[src/rtl/instr_exec_sequencer_if.sv]
`default_nettype none
// +-----------------------------------------------------------------------------+
// | Module   : instr_exec_sequencer_if                                          |
// | Purpose  : Control, register-read and write-back bundle of the sequencer.   |
// |            rd_instr packs {opc[67:64], op_a[63:32], op_b[31:0]}.            |
// | Revision : 1.0                                                              |
// +-----------------------------------------------------------------------------+
interface instr_exec_sequencer_if;
  logic        start;
  logic [4:0]  start_addr;
  logic [5:0]  count;
  logic        abort;
  logic [4:0]  rd_addr;
  logic [67:0] rd_instr;
  logic        wr_en;
  logic [4:0]  wr_addr;
  logic [63:0] wr_result;
  logic        busy;
  logic        done;
  logic        err_div0;
  logic        err_illegal;

  modport master (
    output start, start_addr, count, abort, rd_instr,
    input  rd_addr, wr_en, wr_addr, wr_result, busy, done, err_div0, err_illegal
  );

  modport slave (
    input  start, start_addr, count, abort, rd_instr,
    output rd_addr, wr_en, wr_addr, wr_result, busy, done, err_div0, err_illegal
  );
endinterface
`default_nettype wire

[src/rtl/instr_exec_sequencer.sv]
`default_nettype none
// +-----------------------------------------------------------------------------+
// | Module   : instr_exec_sequencer                                             |
// | Purpose  : Walks a range of the instruction register, executes each entry   |
// |            and writes its 64-bit signed result back.                        |
// | Options  : EXEC_DIVMOD_EN builds the iterative DIV/MOD divider.             |
// | Revision : 1.0                                                              |
// +-----------------------------------------------------------------------------+
module instr_exec_sequencer #(
  parameter int NUM_ENTRIES = 32
) (
  input  logic                   clk,
  input  logic                   reset_n,
  instr_exec_sequencer_if.slave  bus
);
  localparam logic [4:0] ADDR_MASK = 5'(NUM_ENTRIES - 1);

  localparam logic [3:0] OPC_ZERO  = 4'd0;
  localparam logic [3:0] OPC_PASSA = 4'd1;
  localparam logic [3:0] OPC_PASSB = 4'd2;
  localparam logic [3:0] OPC_ADD   = 4'd3;
  localparam logic [3:0] OPC_SUB   = 4'd4;
  localparam logic [3:0] OPC_MULT  = 4'd5;
  localparam logic [3:0] OPC_DIV   = 4'd6;
  localparam logic [3:0] OPC_MOD   = 4'd7;

  typedef enum logic [2:0] {
    S_IDLE   = 3'd0,
    S_FETCH  = 3'd1,
    S_LATCH  = 3'd2,
    S_EXEC   = 3'd3,
    S_DIVIDE = 3'd4,
    S_WB     = 3'd5,
    S_DONE   = 3'd6
  } state_t;

  state_t       state_q;
  logic [4:0]   ptr_q;
  logic [5:0]   remain_q;
  logic [3:0]   opc_q;
  logic [31:0]  op_a_q;
  logic [31:0]  op_b_q;
  logic [4:0]   rd_addr_q;
  logic         wr_en_q;
  logic [4:0]   wr_addr_q;
  logic [63:0]  wr_result_q;
  logic         busy_q;
  logic         done_q;
  logic         err_illegal_q;

  logic [4:0]          ptr_inc_d;
  logic [32:0]         sum_d;
  logic [32:0]         diff_d;
  logic signed [63:0]  prod_d;
  logic [63:0]         result_d;
  logic                illegal_d;
  logic                is_divmod_d;

  assign ptr_inc_d   = (ptr_q + 5'd1) & ADDR_MASK;
  assign sum_d       = {op_a_q[31], op_a_q} + {op_b_q[31], op_b_q};
  assign diff_d      = {op_a_q[31], op_a_q} - {op_b_q[31], op_b_q};
  assign prod_d      = 64'($signed(op_a_q)) * 64'($signed(op_b_q));
  assign is_divmod_d = (opc_q == OPC_DIV) || (opc_q == OPC_MOD);

  // Single-cycle results; DIV/MOD yield 0 here and are only kept when the divisor is 0
  always_comb begin
    result_d  = '0;
    illegal_d = 1'b0;
    case (opc_q)
      OPC_ZERO:  result_d = '0;
      OPC_PASSA: result_d = {{32{op_a_q[31]}}, op_a_q};
      OPC_PASSB: result_d = {{32{op_b_q[31]}}, op_b_q};
      OPC_ADD:   result_d = {{31{sum_d[32]}}, sum_d};
      OPC_SUB:   result_d = {{31{diff_d[32]}}, diff_d};
      OPC_MULT:  result_d = prod_d;
      OPC_DIV, OPC_MOD: begin
`ifndef EXEC_DIVMOD_EN
        illegal_d = 1'b1;
`endif
      end
      default:   illegal_d = 1'b1;
    endcase
  end

`ifdef EXEC_DIVMOD_EN
  logic         err_div0_q;
  logic [31:0]  quo_q;
  logic [31:0]  rem_q;
  logic [31:0]  den_q;
  logic [4:0]   iter_q;
  logic         q_neg_q;
  logic         r_neg_q;

  logic [32:0]  shift_d;
  logic         ge_d;
  logic [31:0]  rem_next_d;
  logic [31:0]  quo_next_d;
  logic [31:0]  mag_a_d;
  logic [31:0]  mag_b_d;
  logic [63:0]  div_res_d;

  // Restoring step; when shift_d[32] is set the true difference still fits in 32 bits
  assign shift_d    = {rem_q, quo_q[31]};
  assign ge_d       = shift_d[32] | (shift_d[31:0] >= den_q);
  assign rem_next_d = shift_d[31:0] - (ge_d ? den_q : 32'd0);
  assign quo_next_d = {quo_q[30:0], ge_d};
  assign mag_a_d    = op_a_q[31] ? (32'd0 - op_a_q) : op_a_q;
  assign mag_b_d    = op_b_q[31] ? (32'd0 - op_b_q) : op_b_q;

  always_comb begin
    div_res_d = '0;
    if (opc_q == OPC_DIV)
      div_res_d = q_neg_q ? (64'd0 - {32'd0, quo_next_d}) : {32'd0, quo_next_d};
    else
      div_res_d = r_neg_q ? (64'd0 - {32'd0, rem_next_d}) : {32'd0, rem_next_d};
  end

  assign bus.err_div0 = err_div0_q;
`else
  assign bus.err_div0 = 1'b0;
`endif

  always_ff @(posedge clk) begin
    if (!reset_n) begin
      state_q       <= S_IDLE;
      ptr_q         <= '0;
      remain_q      <= '0;
      opc_q         <= '0;
      op_a_q        <= '0;
      op_b_q        <= '0;
      rd_addr_q     <= '0;
      wr_en_q       <= 1'b0;
      wr_addr_q     <= '0;
      wr_result_q   <= '0;
      busy_q        <= 1'b0;
      done_q        <= 1'b0;
      err_illegal_q <= 1'b0;
`ifdef EXEC_DIVMOD_EN
      err_div0_q    <= 1'b0;
      quo_q         <= '0;
      rem_q         <= '0;
      den_q         <= '0;
      iter_q        <= '0;
      q_neg_q       <= 1'b0;
      r_neg_q       <= 1'b0;
`endif
    end else begin
      wr_en_q <= 1'b0;
      done_q  <= 1'b0;
      if (bus.abort && (state_q != S_IDLE) && (state_q != S_DONE)) begin
        state_q <= S_IDLE;
        busy_q  <= 1'b0;
      end else begin
        case (state_q)
          // DONE accepts a new start exactly like IDLE
          S_IDLE, S_DONE: begin
            if (bus.start) begin
              ptr_q         <= bus.start_addr & ADDR_MASK;
              remain_q      <= bus.count;
              err_illegal_q <= 1'b0;
`ifdef EXEC_DIVMOD_EN
              err_div0_q    <= 1'b0;
`endif
              if (bus.count == 6'd0) begin
                state_q <= S_DONE;
                done_q  <= 1'b1;
                busy_q  <= 1'b0;
              end else begin
                state_q   <= S_FETCH;
                rd_addr_q <= bus.start_addr & ADDR_MASK;
                busy_q    <= 1'b1;
              end
            end else begin
              state_q <= S_IDLE;
            end
          end
          S_FETCH: state_q <= S_LATCH;
          S_LATCH: begin
            opc_q   <= bus.rd_instr[67:64];
            op_a_q  <= bus.rd_instr[63:32];
            op_b_q  <= bus.rd_instr[31:0];
            state_q <= S_EXEC;
          end
          S_EXEC: begin
`ifdef EXEC_DIVMOD_EN
            if (is_divmod_d && (op_b_q != 32'd0)) begin
              quo_q   <= mag_a_d;
              rem_q   <= '0;
              den_q   <= mag_b_d;
              iter_q  <= '0;
              q_neg_q <= op_a_q[31] ^ op_b_q[31];
              r_neg_q <= op_a_q[31];
              state_q <= S_DIVIDE;
            end else
`endif
            begin
              wr_en_q     <= 1'b1;
              wr_addr_q   <= ptr_q;
              wr_result_q <= result_d;
              if (illegal_d)
                err_illegal_q <= 1'b1;
`ifdef EXEC_DIVMOD_EN
              if (is_divmod_d)
                err_div0_q <= 1'b1;
`endif
              state_q <= S_WB;
            end
          end
`ifdef EXEC_DIVMOD_EN
          S_DIVIDE: begin
            quo_q  <= quo_next_d;
            rem_q  <= rem_next_d;
            iter_q <= iter_q + 5'd1;
            if (iter_q == 5'd31) begin
              wr_en_q     <= 1'b1;
              wr_addr_q   <= ptr_q;
              wr_result_q <= div_res_d;
              state_q     <= S_WB;
            end
          end
`endif
          S_WB: begin
            ptr_q    <= ptr_inc_d;
            remain_q <= remain_q - 6'd1;
            if (remain_q == 6'd1) begin
              state_q <= S_DONE;
              done_q  <= 1'b1;
              busy_q  <= 1'b0;
            end else begin
              state_q   <= S_FETCH;
              rd_addr_q <= ptr_inc_d;
            end
          end
          default: begin
            state_q <= S_IDLE;
            busy_q  <= 1'b0;
          end
        endcase
      end
    end
  end

  assign bus.rd_addr     = rd_addr_q;
  assign bus.wr_en       = wr_en_q;
  assign bus.wr_addr     = wr_addr_q;
  assign bus.wr_result   = wr_result_q;
  assign bus.busy        = busy_q;
  assign bus.done        = done_q;
  assign bus.err_illegal = err_illegal_q;

endmodule
`default_nettype wire

[src/flat_wrapper.sv]
// flat-port wrapper written by rule: the top's interface ports become plain ports
module instr_exec_sequencer_flat 
#(
  parameter int NUM_ENTRIES = 32
)
  (clk, reset_n, bus_start, bus_start_addr, bus_count, bus_abort, bus_rd_instr, bus_rd_addr, bus_wr_en, bus_wr_addr, bus_wr_result, bus_busy, bus_done, bus_err_div0, bus_err_illegal);
  instr_exec_sequencer_if bus_i ();
  input  logic clk;
  input  logic reset_n;
  input wire logic [$bits(bus_i.start)-1:0] bus_start;
  input wire logic [$bits(bus_i.start_addr)-1:0] bus_start_addr;
  input wire logic [$bits(bus_i.count)-1:0] bus_count;
  input wire logic [$bits(bus_i.abort)-1:0] bus_abort;
  input wire logic [$bits(bus_i.rd_instr)-1:0] bus_rd_instr;
  output wire logic [$bits(bus_i.rd_addr)-1:0] bus_rd_addr;
  output wire logic [$bits(bus_i.wr_en)-1:0] bus_wr_en;
  output wire logic [$bits(bus_i.wr_addr)-1:0] bus_wr_addr;
  output wire logic [$bits(bus_i.wr_result)-1:0] bus_wr_result;
  output wire logic [$bits(bus_i.busy)-1:0] bus_busy;
  output wire logic [$bits(bus_i.done)-1:0] bus_done;
  output wire logic [$bits(bus_i.err_div0)-1:0] bus_err_div0;
  output wire logic [$bits(bus_i.err_illegal)-1:0] bus_err_illegal;
  assign bus_i.start = bus_start;
  assign bus_i.start_addr = bus_start_addr;
  assign bus_i.count = bus_count;
  assign bus_i.abort = bus_abort;
  assign bus_i.rd_instr = bus_rd_instr;
  assign bus_rd_addr = bus_i.rd_addr;
  assign bus_wr_en = bus_i.wr_en;
  assign bus_wr_addr = bus_i.wr_addr;
  assign bus_wr_result = bus_i.wr_result;
  assign bus_busy = bus_i.busy;
  assign bus_done = bus_i.done;
  assign bus_err_div0 = bus_i.err_div0;
  assign bus_err_illegal = bus_i.err_illegal;
  instr_exec_sequencer #(.NUM_ENTRIES(NUM_ENTRIES)) u_core (.clk(clk), .reset_n(reset_n), .bus(bus_i));
endmodule
[config.mk]
export PLATFORM = sky130hd
export DESIGN_NAME = instr_exec_sequencer_flat
export DESIGN_NICKNAME = d
export VERILOG_FILES = /design/src/rtl/instr_exec_sequencer_if.sv /design/src/rtl/instr_exec_sequencer.sv /design/src/flat_wrapper.sv
export SDC_FILE = /design/constraint.sdc
export NUM_CORES = 2
export LEC_CHECK = 0
export BUFFER_PORTS_ARGS = -buffer_cell sky130_fd_sc_hd__buf_2
export CORE_MARGIN = 10
export CORE_UTILIZATION = 50
export CTS_BUF_LIST = sky130_fd_sc_hd__clkbuf_8
export DETAILED_ROUTE_END_ITERATION = 6
export GPL_TIMING_DRIVEN = 0
export MAX_ROUTING_LAYER = met4
export PLACE_DENSITY = 0.68
export SLEW_MARGIN = 10
export SYNTH_ARGS = -nofsm -noshare
export SYNTH_HDL_FRONTEND = slang
export SYNTH_SLANG_ARGS = --single-unit
export TNS_END_PERCENT = 50
[constraint.sdc]
create_clock -name clk -period 16.7 [get_ports clk]
set_input_delay 3.34 -clock clk [delete_from_list [all_inputs] [get_ports clk]]
set_output_delay 3.34 -clock clk [all_outputs]
set_load 0.05 [all_outputs]
==> results.json <==
{
  "status": "complete, no violations",
  "criticalPathCategory": "register to register",
  "r2r_cells": 26,
  "seqCellArea_um2": 3200,
  "antenna_found_initial": 16,
  "totalWireLength_um": 192000,
  "rows": 111,
  "cts_buffers": 17,
  "cp_max_fo": 10,
  "reg2reg_to": "u_core.bus.wr_result[62]$_SDFFE_PN0P_",
  "grt_first_pass_wirelength_um": 279000,
  "cp_top_family": "adder cells",
  "slew_headroom": 0.0368,
  "slew_violations": 0,
  "gr-total-overflow": 0,
  "die_h_um": 323,
  "synthCells": 5164,
  "synth_area_um2": 45900,
  "ys_types": 91,
  "cts_setup_buffers": 0,
  "finalSetupViolCount": 0,
  "hp-start": "u_core.bus.wr_result[6]$_SDFFE_PN0P_",
  "avgSynthCellArea_um2": 8.89,
  "core_um2": 91400,
  "fin_tns_setup_ps": 0,
  "io_pins": 162,
  "min_period_ps": 10740,
  "powerDensity_nw_per_um2": 19.6,
  "ctsRootBufferMaster": "clkbuf_8",
  "fmax_mhz": 93.1,
  "drc": 0,
  "maxCapViolCount": 0,
  "synth_nets": 6583,
  "rrSetupSlack_ps": 5960,
  "final_nets": 6765,
  "crit_buf_inv": 7,
  "startpoint": "u_core.op_a_q[0]$_SDFFE_PN0P_",
  "reg2reg_from": "u_core.op_a_q[0]$_SDFFE_PN0P_",
  "syn_to_final_growth_pct": 6.05,
  "drive_gt1_frac": 0.0511,
  "tightest_slew_ps": 1440,
  "async_flop_share": 0,
  "numClockSinks": 160,
  "finish.utilization": 0.533,
  "wl_per_cell_um": 29.3,
  "whs_endpoint": "u_core.bus.wr_result[6]$_SDFFE_PN0P_",
  "hold_viol": 0,
  "finalCritPeriodShare": 0.643,
  "cpMostUsedCell": "fa_1",
  "die_area_um2": 104000,
  "ys_ff_latch": 160,
  "start_util": 0.502,
  "die_x_um": 323,
  "gp_congestion": 1.06,
  "fin_skew_ps": 33.7,
  "clkTransAtPathRegs_ps": 110,
  "cts_tree": "yes",
  "hpwl_um": 160000,
  "clock_latency_ps": 520,
  "cts_resized": 0,
  "cpPeakStageDelay_ps": 1020,
  "hold_depth": 2,
  "synth-edff-count": 0,
  "worstPathRequired_ps": 17060,
  "multi_input_area_um2": 37700,
  "portBuffers": 160,
  "grt_pass1_vias": 40161,
  "ir_worst_vdd_mv": 0.0615,
  "postRouteAntennaNets": 0,
  "first_iter_violations": 5060,
  "yosysWarnings": 0,
  "viasPerCell": 5.96,
  "drtPass1Iterations": 6,
  "power.leakage_nw": 23.9,
  "hold_buffers": 0,
  "endpoint_kind": "register",
  "arrival_ps": 11090,
  "rsz0062_at_grt": "no",
  "synth_ff_type": "dfxtp_1",
  "grt_usage": 0.383,
  "nFillCells": 8684,
  "critPathLaunchType": "register",
  "grt_max_degree": 26,
  "min_path_type": "register to register",
  "via_count": 39139,
  "cts_max_level": 4,
  "slowest_stage": "clkbuf_1",
  "seq_area_frac_synth": 0.0698,
  "clockBufferDepth": 2
}
placed cells by master (no fill, tap or decap), types with 15 or more instances in the layout:
cell type	synthesis	final
clkbuf_8	0	17
a21oi_2	16	16
nand3_1	28	28
o21ai_0	128	128
ha_1	252	252
o211ai_1	17	17
o21ai_1	20	20
fa_1	1084	1083
xor2_1	28	28
o21bai_1	18	18
nand2_1	728	728
a21o_1	29	29
nand4_1	22	22
inv_1	1023	1025
buf_2	12	172
xnor2_1	48	48
nor3_1	35	34
clkbuf_1	270	270
nand2b_1	24	24
and2_1	475	475
nor2_1	172	172
a21oi_1	251	251
a221o_1	16	16
a31oi_1	18	18
nor2b_1	15	15
a222oi_1	19	19
a221oi_1	18	18
dfxtp_1	160	160
diode_2	0	19
where the power goes:
group / switching (mW) / internal [mW] / leakage (nW) / total, mW
clock network: 0.179 / 0.123 / 0.203 / 0.303
registers: 0.0142 / 0.388 / 1.29 / 0.402
logic: 0.175 / 0.0722 / 22.4 / 0.248
worst max-delay path by stage:
| stage | end | slack (ps) | cells after the start |
|---|---|---|---|
| global placement | u_core.bus.wr_result[45]$_SDFFE_PN0P_ | 6220 | 23 |
| detailed placement | u_core.bus.wr_result[54]$_SDFFE_PN0P_ | 6260 | 26 |
| CTS | u_core.bus.wr_result[54]$_SDFFE_PN0P_ | 6260 | 24 |
| global route | u_core.bus.wr_result[62]$_SDFFE_PN0P_ | 5780 | 26 |
| floorplan | u_core.bus.wr_result[59]$_SDFFE_PN0P_ | 8910 | 25 |
| finish | u_core.bus.wr_result[62]$_SDFFE_PN0P_ | 5960 | 26 |
worst reg2reg max path: cells and delay by family (launching register included):
kind,cells,cell delay (ps)
AO/OA/AOI/OAI,3,1660
adder cells (fa/ha/maj),9,4190
buffers and inverters,7,2250
flip-flops,1,350
AND/OR/NAND/NOR,7,2120
synthesized netlist by cell type (29+ instances only):
| library cell | instances | area (µm²) |
|---|---|---|
| a21oi_1 | 251 | 1260 |
| nand2_1 | 728 | 2730 |
| inv_1 | 1023 | 3840 |
| clkbuf_1 | 270 | 1010 |
| ha_1 | 252 | 3150 |
| o21ai_0 | 128 | 641 |
| nor2_1 | 172 | 646 |
| fa_1 | 1084 | 21700 |
| nor3_1 | 35 | 175 |
| a21o_1 | 29 | 218 |
| dfxtp_1 | 160 | 3200 |
| xnor2_1 | 48 | 420 |
| and2_1 | 475 | 2970 |
metal layers:
| layer | routed length, µm | GRT usage |
|---|---|---|
| met5 | 0 | - |
| met3 | 24700 | 0.117 |
| met1 | 72900 | 0.488 |
| met2 | 82600 | 0.553 |
| met4 | 11800 | 0.183 |
area by class of cell:
type / instances / area share
Sequential cell: 160 / 0.0658
Timing Repair Buffer: 163 / 0.0172
Clock buffer: 17 / 0.00481
Clock inverter: 15 / 0.00314
Antenna cell: 19 / 0.000977
Tap cell: 1186 / 0.0305
Inverter: 1026 / 0.0791
Multi-Input combinational cell: 3679 / 0.774
Buffer: 299 / 0.0241
cells by family after synthesis:
family | count (synthesis) | synth area share
AOI/OAI and AO/OA | 705 | 0.101
xor gates and xnor gates | 76 | 0.0145
adders and majority gates | 1336 | 0.542
buffers and inverters | 1325 | 0.109
DFF | 160 | 0.0698
muxes | 4 | 0.000872
other | 1 | 0.0000817
and+or+nand+nor | 1557 | 0.163
per-stage QoR:
stage | power (mW) | area, µm² | setup slack [ps] | hold slack, ps | instances
final | 0.953 | 48700 | 5960 | 471 | 6564
after floorplan | 0.543 | 45900 | 8910 | 444 | 5164
after detailed placement | 0.645 | 48200 | 6260 | 442 | 6513
after global placement | 0.647 | 48200 | 6220 | 432 | 6510
after CTS | 0.938 | 48600 | 6260 | 466 | 6545
after global routing | 0.976 | 48700 | 5780 | 493 | 6557
state kept, by name, indices dropped and copies added, names as in the netlist:
name,cells
u_core.opc_q,4
u_core.bus.wr_en,1
u_core.remain_q,6
u_core.bus.wr_result,64
u_core.ptr_q,5
u_core.bus.rd_addr,5
u_core.bus.done,1
u_core.op_a_q,32
u_core.op_b_q,32
u_core.bus.busy,1
u_core.state_q,3
u_core.bus.wr_addr,5
u_core.bus.err_illegal,1
Power figures use the tool's default switching activity.
